<file path="config.mk">
export PLATFORM = sky130hd
export DESIGN_NAME = wb_arbiter_2x1
export DESIGN_NICKNAME = d
export VERILOG_FILES = /design/src/rtl/wb_arb_pkg.sv /design/src/rtl/wb_arb_watchdog.sv /design/src/rtl/wb_arbiter_2x1.sv
export SDC_FILE = /design/constraint.sdc
export NUM_CORES = 1
export LEC_CHECK = 0
export CAP_MARGIN = 20
export CORE_AREA = 2 2 124 126
export CTS_BUF_LIST = sky130_fd_sc_hd__clkbuf_2 sky130_fd_sc_hd__clkbuf_4 sky130_fd_sc_hd__clkbuf_8
export CTS_CLUSTER_SIZE = 12
export DETAILED_ROUTE_END_ITERATION = 8
export DIE_AREA = 0 0 126 128
export PLACE_DENSITY = 0.59
export SLEW_MARGIN = 15
export SYNTH_ARGS = -nofsm -noshare
export SYNTH_HDL_FRONTEND = slang
export SYNTH_SLANG_ARGS = --single-unit
</file>
<file path="constraint.sdc">
create_clock -name clk -period 2.7 [get_ports clk]
set_clock_uncertainty 0.2 [all_clocks]
set_input_delay 0.81 -clock clk [delete_from_list [all_inputs] [get_ports clk]]
set_output_delay 0.81 -clock clk [all_outputs]
set_load 0.02 [all_outputs]
</file>
<file path="src/rtl/wb_arb_pkg.sv">
// Shared types for the two-master Wishbone arbiter.
// Latency: n/a (types and constants only).
// Backpressure: n/a.
package wb_arb_pkg;

    // Arbiter ownership states: nobody, master 0, master 1.
    typedef enum logic [1:0] {
        IDLE = 2'd0,
        GNT0 = 2'd1,
        GNT1 = 2'd2
    } arb_state_t;

    // Master that wins a simultaneous request straight after reset.
    localparam logic RST_PRIO = 1'b0;

endpackage

</file>
<file path="src/rtl/wb_arb_watchdog.sv">
// Stall watchdog: counts cycles a strobe waits without ack/err and flags expiry.
// Latency: expire is combinational on the cycle the count reaches TIMEOUT_CYCLES-1.
// Backpressure: none of its own; the arbiter uses expire to end the stalled strobe.
//
// Ports:
//   clk, rst  - clock, synchronous active-high reset
//   active    - a strobe is outstanding on the slave port (cyc & stb)
//   done      - the slave answered this cycle (ack | err)
//   expire    - one-cycle timeout pulse
module wb_arb_watchdog #(
    parameter int TIMEOUT_CYCLES = 256
) (
    input  logic clk,
    input  logic rst,
    input  logic active,
    input  logic done,
    output logic expire
);
    import wb_arb_pkg::*;

    localparam int CNT_W = $clog2(TIMEOUT_CYCLES + 1);
    localparam logic [CNT_W-1:0] LAST = CNT_W'(TIMEOUT_CYCLES - 1);

    logic [CNT_W-1:0] count;

    // A real answer in the final cycle wins over the timeout.
    assign expire = active & ~done & (count == LAST);

    always_ff @(posedge clk) begin
        if (rst) begin
            count <= '0;
        end else if (!active || done || expire) begin
            count <= '0;
        end else begin
            count <= count + 1'b1;
        end
    end

endmodule

</file>
<file path="src/rtl/wb_arbiter_2x1.sv">
// Two-master, one-slave Wishbone arbiter; round-robin per CYC, grant held until CYC drops.
// Latency: 1 cycle to grant; data phase (ack/err/dat_r) is combinational, 0 cycles.
// Backpressure: a losing master simply waits with cyc high; it sees ack=0/err=0 until granted.
//
// Ports:
//   clk, rst        - clock, synchronous active-high reset
//   m0_* / m1_*     - Wishbone slave ports facing instruction (m0) and data (m1) masters
//   s_*             - Wishbone master port facing the shared slave
// Optional build macro WB_ARB_TIMEOUT_EN adds a stall watchdog that ends a hung
// strobe with err after TIMEOUT_CYCLES; without it err is pure pass-through.
module wb_arbiter_2x1 #(
    parameter int WB_ADDR_WIDTH  = 32,
    parameter int WB_DATA_WIDTH  = 32,
    parameter int TIMEOUT_CYCLES = 256
) (
    input  logic                       clk,
    input  logic                       rst,

    input  logic [WB_ADDR_WIDTH-1:0]   m0_adr,
    input  logic [WB_DATA_WIDTH-1:0]   m0_dat_w,
    output logic [WB_DATA_WIDTH-1:0]   m0_dat_r,
    input  logic [WB_DATA_WIDTH/8-1:0] m0_sel,
    input  logic                       m0_we,
    input  logic                       m0_cyc,
    input  logic                       m0_stb,
    output logic                       m0_ack,
    output logic                       m0_err,

    input  logic [WB_ADDR_WIDTH-1:0]   m1_adr,
    input  logic [WB_DATA_WIDTH-1:0]   m1_dat_w,
    output logic [WB_DATA_WIDTH-1:0]   m1_dat_r,
    input  logic [WB_DATA_WIDTH/8-1:0] m1_sel,
    input  logic                       m1_we,
    input  logic                       m1_cyc,
    input  logic                       m1_stb,
    output logic                       m1_ack,
    output logic                       m1_err,

    output logic [WB_ADDR_WIDTH-1:0]   s_adr,
    output logic [WB_DATA_WIDTH-1:0]   s_dat_w,
    input  logic [WB_DATA_WIDTH-1:0]   s_dat_r,
    output logic [WB_DATA_WIDTH/8-1:0] s_sel,
    output logic                       s_we,
    output logic                       s_cyc,
    output logic                       s_stb,
    input  logic                       s_ack,
    input  logic                       s_err
);
    import wb_arb_pkg::*;

    if (TIMEOUT_CYCLES < 2 || TIMEOUT_CYCLES > 65535) begin : g_bad_timeout
        $error("wb_arbiter_2x1: TIMEOUT_CYCLES out of range 2..65535");
    end

    arb_state_t state, state_nxt;
    logic       prio, prio_nxt;   // 0: m0 wins a tie in IDLE, 1: m1 wins
    logic       g_stb;            // granted master's stb before watchdog masking
    logic       expire;

    // Arbitration: a grant only ends when its owner drops cyc, and the
    // release hands straight over to a waiting peer to avoid an IDLE bubble.
    always_comb begin
        state_nxt = state;
        prio_nxt  = prio;
        case (state)
            IDLE: begin
                if (m0_cyc && m1_cyc) begin
                    state_nxt = prio ? GNT1 : GNT0;
                end else if (m0_cyc) begin
                    state_nxt = GNT0;
                end else if (m1_cyc) begin
                    state_nxt = GNT1;
                end
            end
            GNT0: begin
                if (!m0_cyc) begin
                    prio_nxt  = 1'b1;
                    state_nxt = m1_cyc ? GNT1 : IDLE;
                end
            end
            GNT1: begin
                if (!m1_cyc) begin
                    prio_nxt  = 1'b0;
                    state_nxt = m0_cyc ? GNT0 : IDLE;
                end
            end
            default: state_nxt = IDLE;
        endcase
    end

    always_ff @(posedge clk) begin
        if (rst) begin
            state <= IDLE;
            prio  <= RST_PRIO;
        end else begin
            state <= state_nxt;
            prio  <= prio_nxt;
        end
    end

    // Slave-side request mux; everything is driven low while nobody owns the bus.
    always_comb begin
        s_adr   = '0;
        s_dat_w = '0;
        s_sel   = '0;
        s_we    = 1'b0;
        s_cyc   = 1'b0;
        g_stb   = 1'b0;
        case (state)
            GNT0: begin
                s_adr   = m0_adr;
                s_dat_w = m0_dat_w;
                s_sel   = m0_sel;
                s_we    = m0_we;
                s_cyc   = m0_cyc;
                g_stb   = m0_stb;
            end
            GNT1: begin
                s_adr   = m1_adr;
                s_dat_w = m1_dat_w;
                s_sel   = m1_sel;
                s_we    = m1_we;
                s_cyc   = m1_cyc;
                g_stb   = m1_stb;
            end
            default: ;
        endcase
    end

`ifdef WB_ARB_TIMEOUT_EN
    wb_arb_watchdog #(
        .TIMEOUT_CYCLES (TIMEOUT_CYCLES)
    ) u_watchdog (
        .clk    (clk),
        .rst    (rst),
        .active (s_cyc & g_stb),
        .done   (s_ack | s_err),
        .expire (expire)
    );
`else
    assign expire = 1'b0;
`endif

    // The strobe is withdrawn in the timeout cycle so the slave does not see
    // a transfer that the master has already been told failed.
    assign s_stb = g_stb & ~expire;

    // Responses reach the owner only; read data is shared and qualified by ack.
    assign m0_ack   = (state == GNT0) & s_ack;
    assign m1_ack   = (state == GNT1) & s_ack;
    assign m0_err   = (state == GNT0) & (s_err | expire);
    assign m1_err   = (state == GNT1) & (s_err | expire);
    assign m0_dat_r = s_dat_r;
    assign m1_dat_r = s_dat_r;

endmodule

</file>
==> results of run 1 <==
repair_timing:
action                     CTS  global route
pin swaps                    5             3
gates resized for setup    294            48
setup endpoints to repair   72            31
cloned                       0             2
through the flow:
stage | power [mW] | hold WS (ns) | utilization | instance area [um^2]
after CTS | 2.15 | 0.399 | 0.246 | 3660
after global routing | 2.48 | 0.404 | 0.259 | 3840
final | 2.30 | 0.394 | 0.259 | 3840
after floorplan | 1.32 | 0.278 | - | 1880
after detailed placement | 2.13 | 0.382 | 0.263 | 3910
after global placement | 2.11 | 0.359 | 0.263 | 3910
cell families after synthesis:
logic type      count (synthesis)
buf+inv                        93
simple gates                   83
compound gates                 82
fa+ha+maj                       5
flops                           3
power groups by stage:
| stage | Combinational [mW] | Clock [mW] | Sequential (mW) |
|---|---|---|---|
| 2_1_floorplan | 1.25 | 0 | 0.0739 |
| 3_3_place_gp | 2.04 | 0 | 0.0738 |
| 3_5_place_dp | 2.06 | 0 | 0.0744 |
| 4_1_cts | 1.93 | 0.149 | 0.0739 |
| 5_1_grt | 2.25 | 0.153 | 0.0753 |
| 6_report | 2.08 | 0.146 | 0.0739 |
worst max path at each step:
stage	end	cells after the start
after floorplan	s_cyc	3
after global routing	s_dat_w[23]	4
final	s_dat_w[30]	4
after CTS	s_dat_w[29]	4
after detailed placement	s_cyc	4
after global placement	s_cyc	4
flip-flops by register name, indices dropped and copies added, names as in the netlist:
| signal | cells |
|---|---|
| state | 2 |
| prio | 1 |
cells in the final DEF, fill, tap and decap left out, types with 2 or more instances in the layout:
master | synthesis | layout
clkbuf_16 | 0 | 2
ha_1 | 5 | 2
inv_1 | 4 | 4
dlygate4sd2_1 | 0 | 8
dlymetal6s2s_1 | 0 | 15
clkdlybuf4s50_1 | 0 | 122
o21ai_0 | 2 | 2
buf_2 | 3 | 42
nor2b_1 | 71 | 70
nor3b_1 | 2 | 2
a22oi_1 | 71 | 59
ha_4 | 0 | 2
a22oi_2 | 0 | 12
clkbuf_8 | 0 | 3
dfxtp_1 | 3 | 3
and2_1 | 5 | 5
nand2_1 | 2 | 2
buf_12 | 0 | 6
buf_4 | 64 | 42
layer usage:
metal,part of all wire,global-route usage
met2,0.50,0.185
met3,0.13,0.0380
met5,0,0
met4,0.022,0.0297
met1,0.34,0.0992
cell type report:
class	count	area [um^2]	area share
timing repair buffer	238	2190	0.569
multi-input combinational	170	1300	0.338
clock buffer	4	48.8	0.0127
sequential	3	60.1	0.0156
tap	188	235	0.0612
inverter	4	15.0	0.00391
==> out/metrics.json, run 1 <==
{
  "power": {
    "p_leak_nw": 1.59,
    "p_switching_mw": 1.07,
    "peakVddDrop_mv": 0.339,
    "power.share.clock": 0.064,
    "intPower_mw": 1.22,
    "comb_pwr_share": 0.904,
    "sequential_share_of_power": 0.032,
    "switching_share": 0.467,
    "cellPowerDensity_nw_per_um2": 597
  },
  "timing": {
    "final.min_clock_period_ns": 2.68,
    "tightestPinTransition_ns": 0.404,
    "final.setup.tns_ns": 0,
    "maxSlewViolCount": 0,
    "achievable-frequency_ghz": 0.373,
    "setup_viol_count_final": 0,
    "max-slew-margin-rel": 0.730,
    "fin_ws_ns": 0.0197,
    "min_period_over_period": 0.993,
    "setup_repair_after_global_routing_missed_its_margin": "yes",
    "timing.final.hold_violations": 0
  },
  "drt": {
    "routedWlPerCell_um": 15.4,
    "number_of_iterations_in_the_first_detailed_routing_pass": 4,
    "vias_per_cell": 4.17,
    "drc_viols": 0,
    "starting_drt_drc_count": 68,
    "route.antenna.remaining_nets": 0,
    "drt-total-wl_um": 9360,
    "routed-via-count": 2534
  },
  "floorplan": {
    "top_level_ports": 317,
    "die-height_um": 128,
    "core-area_um2": 14900,
    "fp.dieW_um": 126,
    "fp-row-count": 45,
    "start_util": 0.126,
    "die_area_um2": 16100
  },
  "setup_path": {
    "worst_path_max_delay_cell": "clkdlybuf4s50_1",
    "path_max_fanout": 1,
    "setup.worst_path.start": "m1_dat_w[30]",
    "startpoint_of_the_lowest_slack_register_to_register_path": "state[1]",
    "arrival_ns": 1.67,
    "r2r_end": "state[1]",
    "critPathLaunchType": "input port",
    "ff2ff_setup_slack_ns": 0.80,
    "cp_data_required_time_ns": 1.69,
    "timing.reg2reg.worst_path_depth": 7,
    "timing.critical_path.cells": "clkdlybuf4s50_1 -> a22oi_1 -> nor2b_1 -> buf_4",
    "cell_class_contributing_the_biggest_share_of_worst_path_delay": "buffers and inverters",
    "cp-end-kind": "primary output",
    "timing.critical_path.buf_inv": 2,
    "timing_worst_setup_path_type": "input port to primary output",
    "max_stage_delay_ns": 0.49
  },
  "hold_path": {
    "whs_endpoint": "prio",
    "timing.hold.worst_path_depth": 1,
    "hold_path.startpoint": "prio",
    "hold_path.class": "flop to flop"
  },
  "global_routing": {
    "antenna_found_initial": 0,
    "wire_length_of_the_first_global_routing_pass_um": 12800,
    "grt_start_max_net_pins": 42,
    "first_global_vias": 2462,
    "all_layer_gr_usage": 0.0978,
    "overflow": 0
  },
  "logic_synthesis": {
    "synth.cells.most_frequent": "a22oi_1 (71), nor2b_1 (71), buf_4 (64)",
    "yosys_warning_total": 0,
    "syn-instance-count": 266,
    "synth_top_cell_area_share": 0.284,
    "yosys.area_share.xor_xnor": 0,
    "asyncSetResetFlopFracSynth": 0,
    "synth-seq-area-share": 0.0320,
    "ys_types": 26,
    "synth_simple_gate_area_share": 0.274,
    "synth.mux.area_fraction": 0,
    "synth-compound-area-share": 0.337,
    "synth-edff-count": 0,
    "post-synth-top-area-cell": "a22oi_1",
    "syn_area_cell_um2": 7.06,
    "postSynth.topFlopCell": "dfxtp_1",
    "synth_top_cells_by_area": "a22oi_1 (28%), buf_4 (26%), nor2b_1 (24%), ha_1 (3.3%), dfxtp_1 (3.2%)",
    "syn-cell-area_um2": 1880,
    "combinational_family_with_the_most_area_after_synthesis": "compound AO/OA/AOI/OAI gates",
    "synthesis.nets": 449,
    "synth_seq_cells": 3,
    "synthAdderAreaFrac": 0.0333
  },
  "clock_network": {
    "cts_setup_buffers": 0,
    "clk_buf_depth": 2,
    "cts_made_buffers": 3,
    "clock_insertion_delay_worst_skew_ns": 0.22,
    "number_of_sinks_on_the_clock_net": 3,
    "worst_setup_hold_path_clk_slew_ns": 0.03,
    "clock-root-buffer": "clkbuf_8",
    "cts_tree": "yes",
    "postCtsHoldBufs": 0,
    "cts_h_tree_depth": 1
  },
  "run": {
    "cap_viol_max_count": 0
  },
  "finish": {
    "layout.nets": 603,
    "num-fill-cells": 1644,
    "layout-drive-gt1-share": 0.279,
    "stdcell_count": 607,
    "n_antenna_cell": 0,
    "layout-area-overhead-vs-synth_pct": 105
  },
  "place": {
    "gp_congestion": 0.712,
    "dp_slack_ns": -0.555,
    "placed_cells_incl_taps": 601,
    "port_buffers": 220,
    "dp_hpwl_um": 7190
  },
  "status": {
    "outcome": "complete, no violations"
  }
}
(Power assumes the default switching activity.)
==> inputs of run 2 (changes only) <==
Settings changed: MAX_ROUTING_LAYER set to met4, SETUP_SLACK_MARGIN set to 0.02.
==> out/metrics.json, run 2 (same netlist as run 1, synthesis figures left out) <==
{
  "status": {
    "outcome": "complete, no violations"
  },
  "floorplan": {
    "start_util": {"value": 0.126, "change": "unchanged"},
    "die-height": {"value": 128, "unit": "um", "change": "unchanged"},
    "fp-row-count": {"value": 45, "change": "unchanged"},
    "core-area": {"value": 14900, "unit": "um^2", "change": "unchanged"},
    "fp.dieW": {"value": 126, "unit": "um", "change": "unchanged"},
    "top_level_ports": {"value": 317, "change": "unchanged"},
    "die_area": {"value": 16100, "unit": "um^2", "change": "unchanged"}
  },
  "setup_path": {
    "crit_cells": {"value": 6, "change": "+2"},
    "cp-end-kind": "primary output",
    "cell_class_contributing_the_biggest_share_of_worst_path_delay": "buffers and inverters",
    "timing_worst_setup_path_type": "flop to primary output",
    "timing.reg2reg.worst_path_depth": {"value": 7, "change": "unchanged"},
    "worst_path_max_delay_cell": "dfxtp_1",
    "critPathLaunchType": "flop",
    "max_stage_delay": {"value": 0.31, "unit": "ns", "change": "-0.18 ns"},
    "arrival": {"value": 1.65, "unit": "ns", "change": "-0.02 ns"},
    "cp_data_required_time": {"value": 1.69, "unit": "ns", "change": "about the same"},
    "timing.critical_path.buf_inv": {"value": 3, "change": "+1"},
    "timing.critical_path.cells": "inv_1 -> ha_2 -> buf_12 -> a22oi_1 -> nor2b_1 -> buf_4",
    "path_max_fanout": {"value": 40, "change": "+39"}
  },
  "drt": {
    "vias_per_cell": {"value": 4.14, "change": "-0.86%"},
    "routedWlPerCell": {"value": 15.4, "unit": "um", "change": "-0.27%"},
    "starting_drt_drc_count": {"value": 43, "change": "-37%"},
    "routed-via-count": {"value": 2508, "change": "-1.0%"},
    "drt-total-wl": {"value": 9320, "unit": "um", "change": "-0.44%"},
    "number_of_iterations_in_the_first_detailed_routing_pass": {"value": 4, "change": "unchanged"},
    "drc_viols": {"value": 0, "change": "unchanged"},
    "route.antenna.remaining_nets": {"value": 0, "change": "unchanged"}
  },
  "power": {
    "intPower": {"value": 1.23, "unit": "mW", "change": "+0.55%"},
    "sequential_share_of_power": {"value": 0.032, "change": "about the same"},
    "cellPowerDensity": {"value": 586, "unit": "nW/um^2", "change": "-1.8%"},
    "p_leak": {"value": 1.77, "unit": "nW", "change": "+11%"},
    "power.share.clock": {"value": 0.063, "change": "about the same"},
    "p_switching": {"value": 1.08, "unit": "mW", "change": "+0.78%"},
    "switching_share": {"value": 0.467, "change": "+0.000549"},
    "peakVddDrop": {"value": 0.369, "unit": "mV", "change": "+8.8%"},
    "comb_pwr_share": {"value": 0.905, "change": "about the same"},
    "total_power": {"value": 2.31, "unit": "mW", "change": "+0.66%"}
  },
  "global_routing": {
    "wire_length_of_the_first_global_routing_pass": {"value": 12700, "unit": "um", "change": "-0.65%"},
    "antenna_found_initial": {"value": 0, "change": "unchanged"},
    "first_global_vias": {"value": 2450, "change": "-0.49%"},
    "all_layer_gr_usage": {"value": 0.100, "change": "+0.00240"},
    "grt_start_max_net_pins": {"value": 42, "change": "unchanged"},
    "overflow": {"value": 0, "change": "unchanged"}
  },
  "finish": {
    "layout.nets": {"value": 602, "change": "-0.17%"},
    "layout-area-overhead-vs-synth_pct": 110,
    "finalInstanceArea": {"value": 3940, "unit": "um^2", "change": "+2.5%"},
    "n_antenna_cell": {"value": 0, "change": "unchanged"},
    "registers.top_by_ff_count": "state",
    "largest_register_ffs": {"value": 2, "change": "unchanged"},
    "layout_top_registers": "state x2, prio x1",
    "mostFrequentLayoutCell": "clkdlybuf4s50_1",
    "most-common-layout-cells": "clkdlybuf4s50_1 (92), nor2b_1 (71), buf_4 (59)",
    "layout-drive-gt1-share": {"value": 0.301, "change": "+0.0222"},
    "final_core_utilization": {"value": 0.265, "change": "+0.00657"},
    "stdcell_count": {"value": 606, "change": "-0.16%"},
    "num-fill-cells": {"value": 1644, "change": "unchanged"}
  },
  "timing": {
    "tightestPinTransition": {"value": 0.404, "unit": "ns", "change": "-0.000524 ns"},
    "maxSlewViolCount": {"value": 0, "change": "unchanged"},
    "final.setup.tns": {"value": 0, "unit": "ns", "change": "unchanged"},
    "max-slew-margin-rel": {"value": 0.730, "change": "about the same"},
    "fin_ws": {"value": 0.0368, "unit": "ns", "change": "+0.0171 ns"},
    "timing.final.hold_violations": {"value": 0, "change": "unchanged"},
    "setup_repair_after_global_routing_missed_its_margin": "yes",
    "setup_viol_count_final": {"value": 0, "change": "unchanged"},
    "min_period_over_period": {"value": 0.986, "change": "-0.00634"},
    "holdWs": {"value": 0.398, "unit": "ns", "change": "+0.00356 ns"},
    "final.min_clock_period": {"value": 2.66, "unit": "ns", "change": "-0.0171 ns"},
    "achievable-frequency": {"value": 0.375, "unit": "GHz", "change": "+0.64%"}
  },
  "clock_network": {
    "clock_insertion_delay_worst_skew": {"value": 0.22, "unit": "ns", "change": "about the same"},
    "cts_tree": "yes",
    "clk_buf_depth": {"value": 2, "change": "unchanged"},
    "clock-root-buffer": "clkbuf_8",
    "number_of_sinks_on_the_clock_net": {"value": 3, "change": "unchanged"},
    "cts_made_buffers": {"value": 3, "change": "unchanged"},
    "cts_h_tree_depth": {"value": 1, "change": "unchanged"},
    "worst_setup_hold_path_clk_slew": {"value": 0.03, "unit": "ns", "change": "about the same"}
  },
  "place": {
    "detailed_place.area": {"value": 3910, "unit": "um^2", "change": "unchanged"},
    "dp_slack": {"value": -0.555, "unit": "ns", "change": "unchanged"},
    "port_buffers": {"value": 220, "change": "unchanged"},
    "dp_hpwl": {"value": 7190, "unit": "um", "change": "unchanged"},
    "gp_congestion": {"value": 0.720, "change": "+1.1%"},
    "placed_cells_incl_taps": {"value": 601, "change": "unchanged"}
  },
  "hold_path": {
    "hold_path.class": "flop to flop",
    "timing.hold.worst_path_depth": {"value": 1, "change": "unchanged"}
  },
  "run": {
    "cap_viol_max_count": {"value": 0, "change": "unchanged"}
  }
}
==> run 2: cell types whose count changed in the layout (fill, tap and decap cells not counted), sizes merged <==
| cell | delta |
|---|---|
| clkdlybuf4s50 | -30 |
| dlymetal6s2s | +19 |
| dlygate4sd2 | +11 |
| clkbuf | -1 |
==> run 2: metal layers <==
layer / global-route usage / vias to the layer above / part of all wire
met2: 0.183 / 200 / 0.50
met3: 0.0359 / 21 / 0.13
met5: - / - / 0
li1: - / 1177 / -
met1: 0.100 / 1110 / 0.35
met4: 0.0297 / 0 / 0.021
==> run 2: final timing paths <==
path | startpoint | end | slack [ns]
worst max-delay path | state[0] | s_adr[0] | 0.04
worst min-delay path | prio | prio | 0.40
worst max register to register | state[1] | state[1] | 0.84
worst min register to register | prio | prio | 0.40
==> run 2: what timing repair did <==
item	CTS	global route
hold buffers	0	0
resized for setup	323	74
setup endpoints to repair	72	48
pin swaps	7	11
cloned	0	1
buffers inserted	0	0
==> run 2: area by class of cell <==
type | count | area [um^2] | share of cell area
Timing Repair Buffer | 237 | 2230 | 0.566
Sequential cell | 3 | 60.1 | 0.0152
Clock buffer | 4 | 48.8 | 0.0124
Tap cell | 188 | 235 | 0.0597
Inverter | 4 | 15.0 | 0.00381
Multi-Input combinational cell | 170 | 1350 | 0.343
==> run 2: power by group through the flow <==
stage | clock, mW | combinational, mW | sequential, mW
after detailed placement | 0 | 2.06 | 0.0744
after global placement | 0 | 2.04 | 0.0738
after floorplan | 0 | 1.25 | 0.0739
after CTS | 0.149 | 1.95 | 0.0739
after global routing | 0.153 | 2.26 | 0.0753
final | 0.146 | 2.09 | 0.0739
